`src/rtl/stream_mux_pkg.sv`:
```
// Shared encodings for the round-robin stream multiplexer.
package stream_mux_pkg;

    localparam logic MODE_RR   = 1'b0;
    localparam logic MODE_PRIO = 1'b1;

endpackage

```
`src/rtl/rr_arbiter.sv`:
```
// Grant generator for the stream mux: round-robin from the last winner, or fixed lowest-index.
module rr_arbiter
    import stream_mux_pkg::*;
#(
    parameter int unsigned N = 4
) (
    input  logic         clk,
    input  logic         rst,
    input  logic         mode,
    input  logic [N-1:0] req,
    input  logic         advance,
    output logic [N-1:0] grant
);

    localparam int unsigned IW = (N > 1) ? $clog2(N) : 1;

    logic [IW-1:0] last_q, last_d;
    logic [IW-1:0] grant_idx;
    logic          found;
    int            c;

    always_comb begin
        grant     = '0;
        grant_idx = '0;
        found     = 1'b0;
        c         = 0;
        if (mode == MODE_PRIO) begin
            for (int i = 0; i < int'(N); i++) begin
                if (!found && req[i]) begin
                    grant[i]  = 1'b1;
                    grant_idx = IW'(i);
                    found     = 1'b1;
                end
            end
        end else begin
            // Scan last+1 .. last+N so the previous winner is considered last.
            for (int k = 1; k <= int'(N); k++) begin
                c = (int'(last_q) + k) % int'(N);
                if (!found && req[c]) begin
                    grant[c]  = 1'b1;
                    grant_idx = IW'(c);
                    found     = 1'b1;
                end
            end
        end
    end

    always_comb begin
        last_d = advance ? grant_idx : last_q;
    end

    always_ff @(posedge clk) begin
        if (rst) begin
            last_q <= IW'(N - 1);
        end else begin
            last_q <= last_d;
        end
    end

endmodule

```
`src/rtl/stream_mux_rr.sv`:
```
// N-to-1 valid/ready stream mux with internal arbitration and a single registered output stage.
module stream_mux_rr
    import stream_mux_pkg::*;
#(
    parameter int unsigned WIDTH = 8,
    parameter int unsigned N     = 4
) (
    input  logic                 clk,
    input  logic                 rst,
    input  logic                 mode,
    input  logic [N-1:0]         in_valid,
    input  logic [N*WIDTH-1:0]   in_data,
    output logic [N-1:0]         in_ready,
    output logic                 out_valid,
    output logic [WIDTH-1:0]     out_data,
    output logic [$clog2(N)-1:0] out_sel,
    input  logic                 out_ready
);

    localparam int unsigned SW = $clog2(N);

    logic [N-1:0]     grant;
    logic             load;
    logic             advance;
    logic [WIDTH-1:0] data_d;
    logic [SW-1:0]    sel_d;
    logic             out_valid_q;
    logic [WIDTH-1:0] out_data_q;
    logic [SW-1:0]    out_sel_q;

    rr_arbiter #(
        .N (N)
    ) u_arb (
        .clk     (clk),
        .rst     (rst),
        .mode    (mode),
        .req     (in_valid),
        .advance (advance),
        .grant   (grant)
    );

    assign load     = ~out_valid_q | out_ready;
    assign in_ready = (load && !rst) ? grant : '0;
    assign advance  = |in_ready;

    // One-hot AND-OR mux and index encoder; grant is never multi-hot.
    always_comb begin
        data_d = '0;
        sel_d  = '0;
        for (int i = 0; i < int'(N); i++) begin
            data_d = data_d | (in_data[i*WIDTH +: WIDTH] & {WIDTH{grant[i]}});
            if (grant[i]) begin
                sel_d = sel_d | SW'(i);
            end
        end
    end

    always_ff @(posedge clk) begin
        if (rst) begin
            out_valid_q <= 1'b0;
            out_data_q  <= '0;
            out_sel_q   <= '0;
        end else if (load) begin
            out_valid_q <= advance;
            if (advance) begin
                out_data_q <= data_d;
                out_sel_q  <= sel_d;
            end
        end
    end

    assign out_valid = out_valid_q;
    assign out_data  = out_data_q;
    assign out_sel   = out_sel_q;

endmodule

```
`config.mk`:
```
export PLATFORM = sky130hd
export DESIGN_NAME = stream_mux_rr
export DESIGN_NICKNAME = d
export VERILOG_FILES = /design/src/rtl/stream_mux_pkg.sv /design/src/rtl/rr_arbiter.sv /design/src/rtl/stream_mux_rr.sv
export SDC_FILE = /design/constraint.sdc
export NUM_CORES = 1
export LEC_CHECK = 0
export ABC_AREA = 0
export ABC_CLOCK_PERIOD_IN_PS = 4750
export CORE_MARGIN = 1.5
export CORE_UTILIZATION = 35
export CTS_CLUSTER_SIZE = 10
export DETAILED_ROUTE_END_ITERATION = 6
export HOLD_SLACK_MARGIN = 0.1
export MAX_ROUTING_LAYER = met4
export PLACE_DENSITY = 0.74
export SETUP_SLACK_MARGIN = 0.3
export SYNTH_ARGS = -nofsm -noshare
export SYNTH_HDL_FRONTEND = slang
export SYNTH_SLANG_ARGS = --single-unit
export TNS_END_PERCENT = 100
```
`constraint.sdc`:
```
create_clock -name clk -period 4.75 [get_ports clk]
set_input_delay 0.95 -clock clk [delete_from_list [all_inputs] [get_ports clk]]
set_output_delay 0.95 -clock clk [all_outputs]
set_load 0.01 [all_outputs]
```
==> metrics.md, run 1 <==
| Metric | Value |
|---|---|
| Reg clk slew, reported paths | `0.06 ns` |
| Worst setup SP type | `primary input` |
| Nets | `approximately 310` |
| Initial Utilization | `0.374` |
| Finished Cell Area | `2410 µm²` |
| ANT cells | `0` |
| R2R setup slack | `1.33 ns` |
| Critical path origin | `in_valid[0]` |
| Worst EP required | `approximately 3.8 ns` |
| Syn Area/Cell | `8.13 µm²` |
| Pleak | `0.887 nW` |
| Ranking of synthesized cells by area | `dfxtp_1 16%, a21oi_1 7.8%, ha_1 6.0%, mux4_2 5.4%, a32o_1 4.2%` |
| Io pins | `55` |
| Post-Route Skew | `0.00215 ns` |
| Crit end category | `primary output` |
| DR WL/cell | `17.6 µm` |
| Worst reg2reg endpoint | `out_data[2]` |
| Post-synth EDFFs | `0` |
| Die ar. | `5210 µm²` |
| Largest net degree at the start of global routing | `20` |
| Synthesized instance count | `~210` |
| H-tree levels | `1` |
| Clk pwr share | `0.087` |
| Initial antenna violation count | `0` |
| Worst-path maximum fanout | `8` |
| Multi-input gate area | `1330 µm²` |
| CP max-delay cell | `mux4_2` |
| Min-delay src | `out_valid` |
| Sequential power share | `0.148` |
| Register area share after synthesis | `0.155` |
| Post-synth top area cell | `dfxtp_1` |
| CTS Buf Count | `3` |
| Ys flop type | `dfxtp_1` |
| Final core utilization | `0.539` |
| Drt pass-1 iters | `5` |
| Pint | `0.000610 W` |
| Worst rel slew slack | `0.409` |
| First-pass GRT wire length | `8780 µm` |
| Switching power total | `0.000518 W` |
| Yosys reg bits | `13` |
| Remaining antenna violation count | `0` |
| Commonest non-fill, non-tap cell in the layout | `clkdlybuf4s50_1` |
| Fill cell count | `approximately 430` |
| Cell area power density | `468 nW/µm²` |
| Combinational power share | `0.765` |
| Compound-gate portion of the synthesized area | `0.441` |
| Mux cell area share after synthesis | `0.0852` |
| Dpl cell area | `2310 µm²` |
| Outcome | `complete, no violations` |
| CTS sink cnt | `13` |
| Min-delay worst type | `reg2reg` |
| Power, Total | `0.00113 W` |
| Switching Share | `0.459` |
| WS Path Type | `in2out` |
| Worst-skew pair later-pin latency | `approximately 0.24 ns` |
| Crit-path cells | `clkdlybuf4s50_1 > mux4_2 > a31o_1 > a221o_1 > a221oi_4 > nor2_1 > clkdlybuf4s50_1` |
| Min Tclk post-route | `4.41 ns` |
| Placer Congestion | `approximately 0.9` |
| Simple-gate share of the synthesized area | `0.184` |
| Worst setup path endpoint | `in_ready[3]` |
| Placed Instances | `310` |
| RSZ-0062 raised after global routing | `true` |
| CORE AREA | `4470 µm²` |
| All-Layer GR Usage | `0.216` |
| Final Hold Vio Count | `0` |
| Most frequent cells in the layout | `51 x clkdlybuf4s50_1, 26 x a21oi_1, 18 x buf_4` |
| Die H | `72.2 µm` |
| DIE WIDTH | `72.2 µm` |
| Crit-path most repeated cell | `clkdlybuf4s50_1` |
| Area Growth Syn to Fin | `44.0%` |
| CTS Root Buffer Type | `clkbuf_8` |
| Final setup vio count | `0` |
| Crit-path max cell delay | `roughly 0.57 ns` |
| Syn nets | `254` |
| Ys async rst share | `0` |
| Residual DRC | `0` |
| Setup_tns | `0 ns` |
| HPWL Detailed | `between 3000 and 4000 µm` |
| Worst-margin pin slew | `0.884 ns` |
| Vias in the first global route | `1772` |
| Non-filler cells, final | `316` |
| Syn Std Cell Area | `approximately 1700 µm²` |
| Fmax | `between 200 and 250 MHz` |
| IO buf count | `54` |
| Distinct cells, synth | `46` |
| CTS tree | `built` |
| Grt ovf | `0` |
| Final Max Slew Viols | `0` |
| Crit share post-route | `0.928` |
| Share of the synthesized area in the top cell type | `0.155` |
| Post-Synth Adder-Cell Area | `0.0598` |
| First DRT Iteration DRCs | `between 200 and 250` |
| Via density | `~6.3` |
| Share of cells above drive strength 1 | `0.140` |
| FF/Latch Area | `around 260 µm²` |
| Routed Wire Length | `5570 µm` |
| Max-Cap Viols | `0` |
| Critical path data arrival time | `3.46 ns` |
| WHS Path Cells | `2` |
| XOR/XNOR share of the synthesized area | `0` |
| Row count | `24` |
| Vias post-DR | `1986` |
| Worst VDD drop | `252 µV` |
| Largest family of logic cells by synthesized area | `compound AO/OA/AOI/OAI gates` |
| Ys Warns | `0` |
| Reg2reg start | `u_arb.last_q[0]` |
| Max clock buf depth | `2` |
| Reg2Reg Depth | `8` |
cells in the mapped netlist, types with 2 or more instances:
library cell  instances
and2_1                3
a21oi_1              26
a211oi_1              9
mux2i_1               3
clkbuf_1             15
a22oi_1               7
a311oi_1              3
mux2_2                2
o22ai_1               3
o21ai_0              10
a2111oi_0             7
nand2b_1             11
nand2_1               3
nand3_1               2
nor2_1               11
inv_1                 7
nor3_1                3
nand3b_1              2
a221oi_1              3
ha_1                  8
dfxtp_1              13
a32o_1                7
a22o_1                7
a31o_1                2
mux4_2                4
nor2b_1              10
a221o_1               4
buf_6                 3
worst min-delay path by stage:
stage,to
4_1_cts,out_valid
6_report,out_valid
3_3_place_gp,out_data[6]
5_1_grt,out_data[1]
2_1_floorplan,out_sel[0]
3_5_place_dp,out_valid
metal layers:
layer	global-route usage	vias to the layer above	wire length [µm]
met5	-	-	0
met4	0.0566	0	18
met3	0.0208	4	467
met2	0.327	103	2530
met1	0.309	942	2550
li1	-	937	-
timing repair:
| action | in CTS | in global routing |
|---|---|---|
| resized for setup | 0 | 5 |
| setup endpoints to repair | 1 | 4 |
| cloned | 0 | 1 |
| hold buffers | 0 | 0 |
| buffers inserted | 1 | 0 |
| endpoints found under the hold margin | 0 | 0 |
state kept, by name (all words and copies together), names as in the netlist:
name	count
out_sel	2
out_valid	1
u_arb.last_q	2
out_data	8
stage by stage:
step	hold WS, ns	worst slack (ns)
6_report	0.517	0.340
5_1_grt	0.556	0.256
4_1_cts	0.520	0.308
3_5_place_dp	0.507	0.265
3_3_place_gp	0.509	0.303
2_1_floorplan	0.527	1.10
layout make-up:
| class | instances | area share |
|---|---|---|
| Multi-Input combinational cell | 167 | 0.551 |
| Timing Repair Buffer | 72 | 0.283 |
| Sequential cell | 13 | 0.108 |
| Tap cell | 52 | 0.0270 |
| Clock buffer | 4 | 0.0187 |
| Inverter | 8 | 0.0125 |
kinds of logic (layout without fill, tap and decap cells):
logic type / Yosys count / after routing
DFF: 13 / 13
muxes: 9 / 10
adders and majority gates: 8 / 8
AOI/OAI and AO/OA: 97 / 97
and+or+nand+nor: 52 / 52
buffers and inverters: 27 / 84
power by group through the flow:
stage	Combinational (W)	Sequential [W]	Clock, W
after floorplan	0.000551	0.000187	0
after global placement	0.000815	0.000169	0
after detailed placement	0.000819	0.000168	0
after CTS	0.000830	0.000166	0.000103
after global routing	0.000933	0.000171	0.000109
final	0.000863	0.000167	0.0000981
worst max-delay path, delay by kind of cell:
family	cells	cell delay [ns]
buffers and inverters	2	1.02
AOI/OAI and AO/OA	3	0.85
muxes	1	0.57
and+or+nand+nor	1	0.07
Note: power is estimated with default switching activity, not from simulation.
==> inputs of run 2 (changes only) <==
--- a/config.mk
+++ b/config.mk
@@ -6,12 +6,11 @@
 export NUM_CORES = 1
 export LEC_CHECK = 0
 export ABC_AREA = 0
-export ABC_CLOCK_PERIOD_IN_PS = 4750
+export ABC_CLOCK_PERIOD_IN_PS = 4550
 export CORE_MARGIN = 1.5
 export CORE_UTILIZATION = 35
 export CTS_CLUSTER_SIZE = 10
 export DETAILED_ROUTE_END_ITERATION = 6
-export HOLD_SLACK_MARGIN = 0.1
 export MAX_ROUTING_LAYER = met4
 export PLACE_DENSITY = 0.74
 export SETUP_SLACK_MARGIN = 0.3
==> constraint.sdc (replaced) <==
create_clock -name clk -period 4.55 [get_ports clk]
set_input_delay 0.91 -clock clk [delete_from_list [all_inputs] [get_ports clk]]
set_output_delay 0.91 -clock clk [all_outputs]
set_load 0.01 [all_outputs]
==> run 2 against run 1 <==
First-iteration DRC count decreased by 49%; die area unchanged; worst setup slack better by 0.0068 ns; clock power increased by 5%; final cell count increased by 0.32%; register-to-register slack got worse by 0.27 ns; global-route usage is 0.11 points lower; sequential share of layout area is essentially flat; cell area barely moved; routed wire length decreased by 4.4%; non-clock buffer count grew 2; count of clock-buffer cells in the layout did not move.
==> metrics.md, run 2 (synthesis results as in run 1) <==
| Metric | Value |
|---|---|
| Outcome | `complete, no violations` |
| Fmax | `~240 MHz` |
| CTS sink cnt | `13 (unchanged)` |
| Worst EP required | `3.64 ns (-0.16 ns)` |
| Min Tclk post-route | `around 4.2 ns` |
| Via density | `6.01 (-4.3%)` |
| Sequential power share | `0.147 (about the same)` |
| Row count | `24 (unchanged)` |
| Post-Route Skew | `0.00273 ns (+0.000585 ns)` |
| Most frequent cells in the layout | `52 x clkdlybuf4s50_1, 26 x a21oi_1, 20 x buf_4` |
| Max reg flops | `8 (unchanged)` |
| Crit share post-route | `0.924` |
| DIE WIDTH | `72.2 µm (unchanged)` |
| Switching power total | `0.000546 W (+5.4%)` |
| Vias in the first global route | `1763 (-0.51%)` |
| Die H | `72.2 µm (unchanged)` |
| Commonest non-fill, non-tap cell in the layout | `clkdlybuf4s50_1` |
| Worst rel slew slack | `0.419 (+0.00947)` |
| Crit end category | `primary output` |
| Largest net degree at the start of global routing | `20 (unchanged)` |
| Hold_buf cts | `0 (unchanged)` |
| Power, Total | `0.00119 W (+5.6%)` |
| HPWL Detailed | `3990 µm (+0.37%)` |
| WS Path Type | `in2out` |
| H-tree levels | `1 (unchanged)` |
| Pleak | `0.896 nW (+0.99%)` |
| Residual DRC | `0 (unchanged)` |
| Final setup vio count | `0 (unchanged)` |
| Remaining antenna violation count | `0 (unchanged)` |
| Min-delay worst type | `reg2reg` |
| Final Hold Vio Count | `0 (unchanged)` |
| Worst-path maximum fanout | `9 (+1)` |
| Area Growth Syn to Fin | `44.1% (about the same)` |
| Worst-skew pair later-pin latency | `0.24 ns (about the same)` |
| CTS Root Buffer Type | `clkbuf_8` |
| WHS Path Cells | `2 (unchanged)` |
| All-Layer GR Usage | `0.215 (-0.00111)` |
| Routed Wire Length | `5320 µm (-4.4%)` |
| Initial Utilization | `0.374 (unchanged)` |
| CTS Buf Count | `3 (unchanged)` |
| DR WL/cell | `16.8 µm (-4.7%)` |
| Combinational power share | `0.767 (+0.002)` |
| Max clock buf depth | `2 (unchanged)` |
| Cell area power density | `494 nW/µm² (+5.5%)` |
| First-pass GRT wire length | `8780 µm (unchanged)` |
| CTS tree | `built` |
| Worst-margin pin slew | `0.870 ns (-0.0142 ns)` |
| Drt pass-1 iters | `4 (-1)` |
| First DRT Iteration DRCs | `105 (-49%)` |
| Nets | `314 (+0.32%)` |
| Clk pwr share | `0.087 (about the same)` |
| Reg2Reg Depth | `8 (unchanged)` |
| Max-Cap Viols | `0 (unchanged)` |
| Io pins | `55 (unchanged)` |
| Final Max Slew Viols | `0 (unchanged)` |
| Die ar. | `5210 µm² (unchanged)` |
| Critical path data arrival time | `3.29 ns (-0.17 ns)` |
| Initial antenna violation count | `0 (unchanged)` |
| Worst VDD drop | `218 µV (-14%)` |
| Setup_tns | `0 ns (unchanged)` |
| Share of cells above drive strength 1 | `0.151 (+0.0108)` |
| CORE AREA | `4470 µm² (unchanged)` |
| Pint | `0.000645 W (+5.7%)` |
| Vias post-DR | `1906 (-4.0%)` |
| Reg clk slew, reported paths | `0.05 ns (about the same)` |
| Hold WS | `0.517 ns (+0.000808 ns)` |
| ANT cells | `0 (unchanged)` |
| Switching Share | `0.458 (-0.000710)` |
| Worst setup SP type | `primary input` |
| Placer Congestion | `0.939 (+4.2%)` |
| RSZ-0062 raised after global routing | `true` |
| Grt ovf | `0 (unchanged)` |
| IO buf count | `54 (unchanged)` |
## run 2: critical path: stages
cell	delay, ns
clkdlybuf4s50_1	0.42
buf_4	0.18
nand2b_1	0.14
mux4_2	0.54
nor4_4	0.16
buf_4	0.19
a221oi_2	0.09
nor2_1	0.11
clkdlybuf4s50_1	0.54
## run 2: stage by stage
step / setup WS [ns] / area [µm²] / instances / utilization
after floorplan: 0.938 / 1670 / 206 / -
after global placement: 0.315 / 2310 / 310 / 0.517
after detailed placement: 0.255 / 2310 / 310 / 0.517
after CTS: 0.302 / 2380 / 317 / 0.532
after global routing: 0.212 / 2410 / 317 / 0.539
final: 0.347 / 2410 / 317 / 0.539
## run 2: worst paths after layout
path	from	to	slack [ns]
setup reg to reg	u_arb.last_q[0]	out_data[2]	1.06
hold reg to reg	out_data[4]	out_data[4]	0.52
setup / recovery	in_valid[0]	in_ready[0]	0.35
hold / removal	out_data[4]	out_data[4]	0.52
## run 2: routing by layer
metal	routed length (µm)	vias up	track usage
met5	0	-	-
met2	2470	72	0.327
met1	2450	892	0.305
met4	52	0	0.0524
met3	350	5	0.0264
li1	-	937	-
## run 2: power groups by stage
stage | sequential [W] | clock (W) | combinational, W
floorplan | 0.000195 | 0 | 0.000575
global placement | 0.000175 | 0 | 0.000849
detailed placement | 0.000176 | 0 | 0.000859
CTS | 0.000174 | 0.000106 | 0.000884
global route | 0.000179 | 0.000110 | 0.000989
finish | 0.000175 | 0.000103 | 0.000913
## run 2: area by class of cell
cell class	instances	area, µm²
Inverter	8	30.0
Multi-Input combinational cell	166	1320
Tap cell	52	65.1
Timing Repair Buffer	74	696
Clock buffer	4	45.0
Sequential cell	13	260
Fill cell	422	2060
## run 2: timing repair
| action | in CTS | in global routing |
|---|---|---|
| resized for setup | 0 | 6 |
| setup buffers | 3 | 0 |
| setup endpoints to repair | 2 | 4 |
| hold endpoints to repair | 0 | 0 |
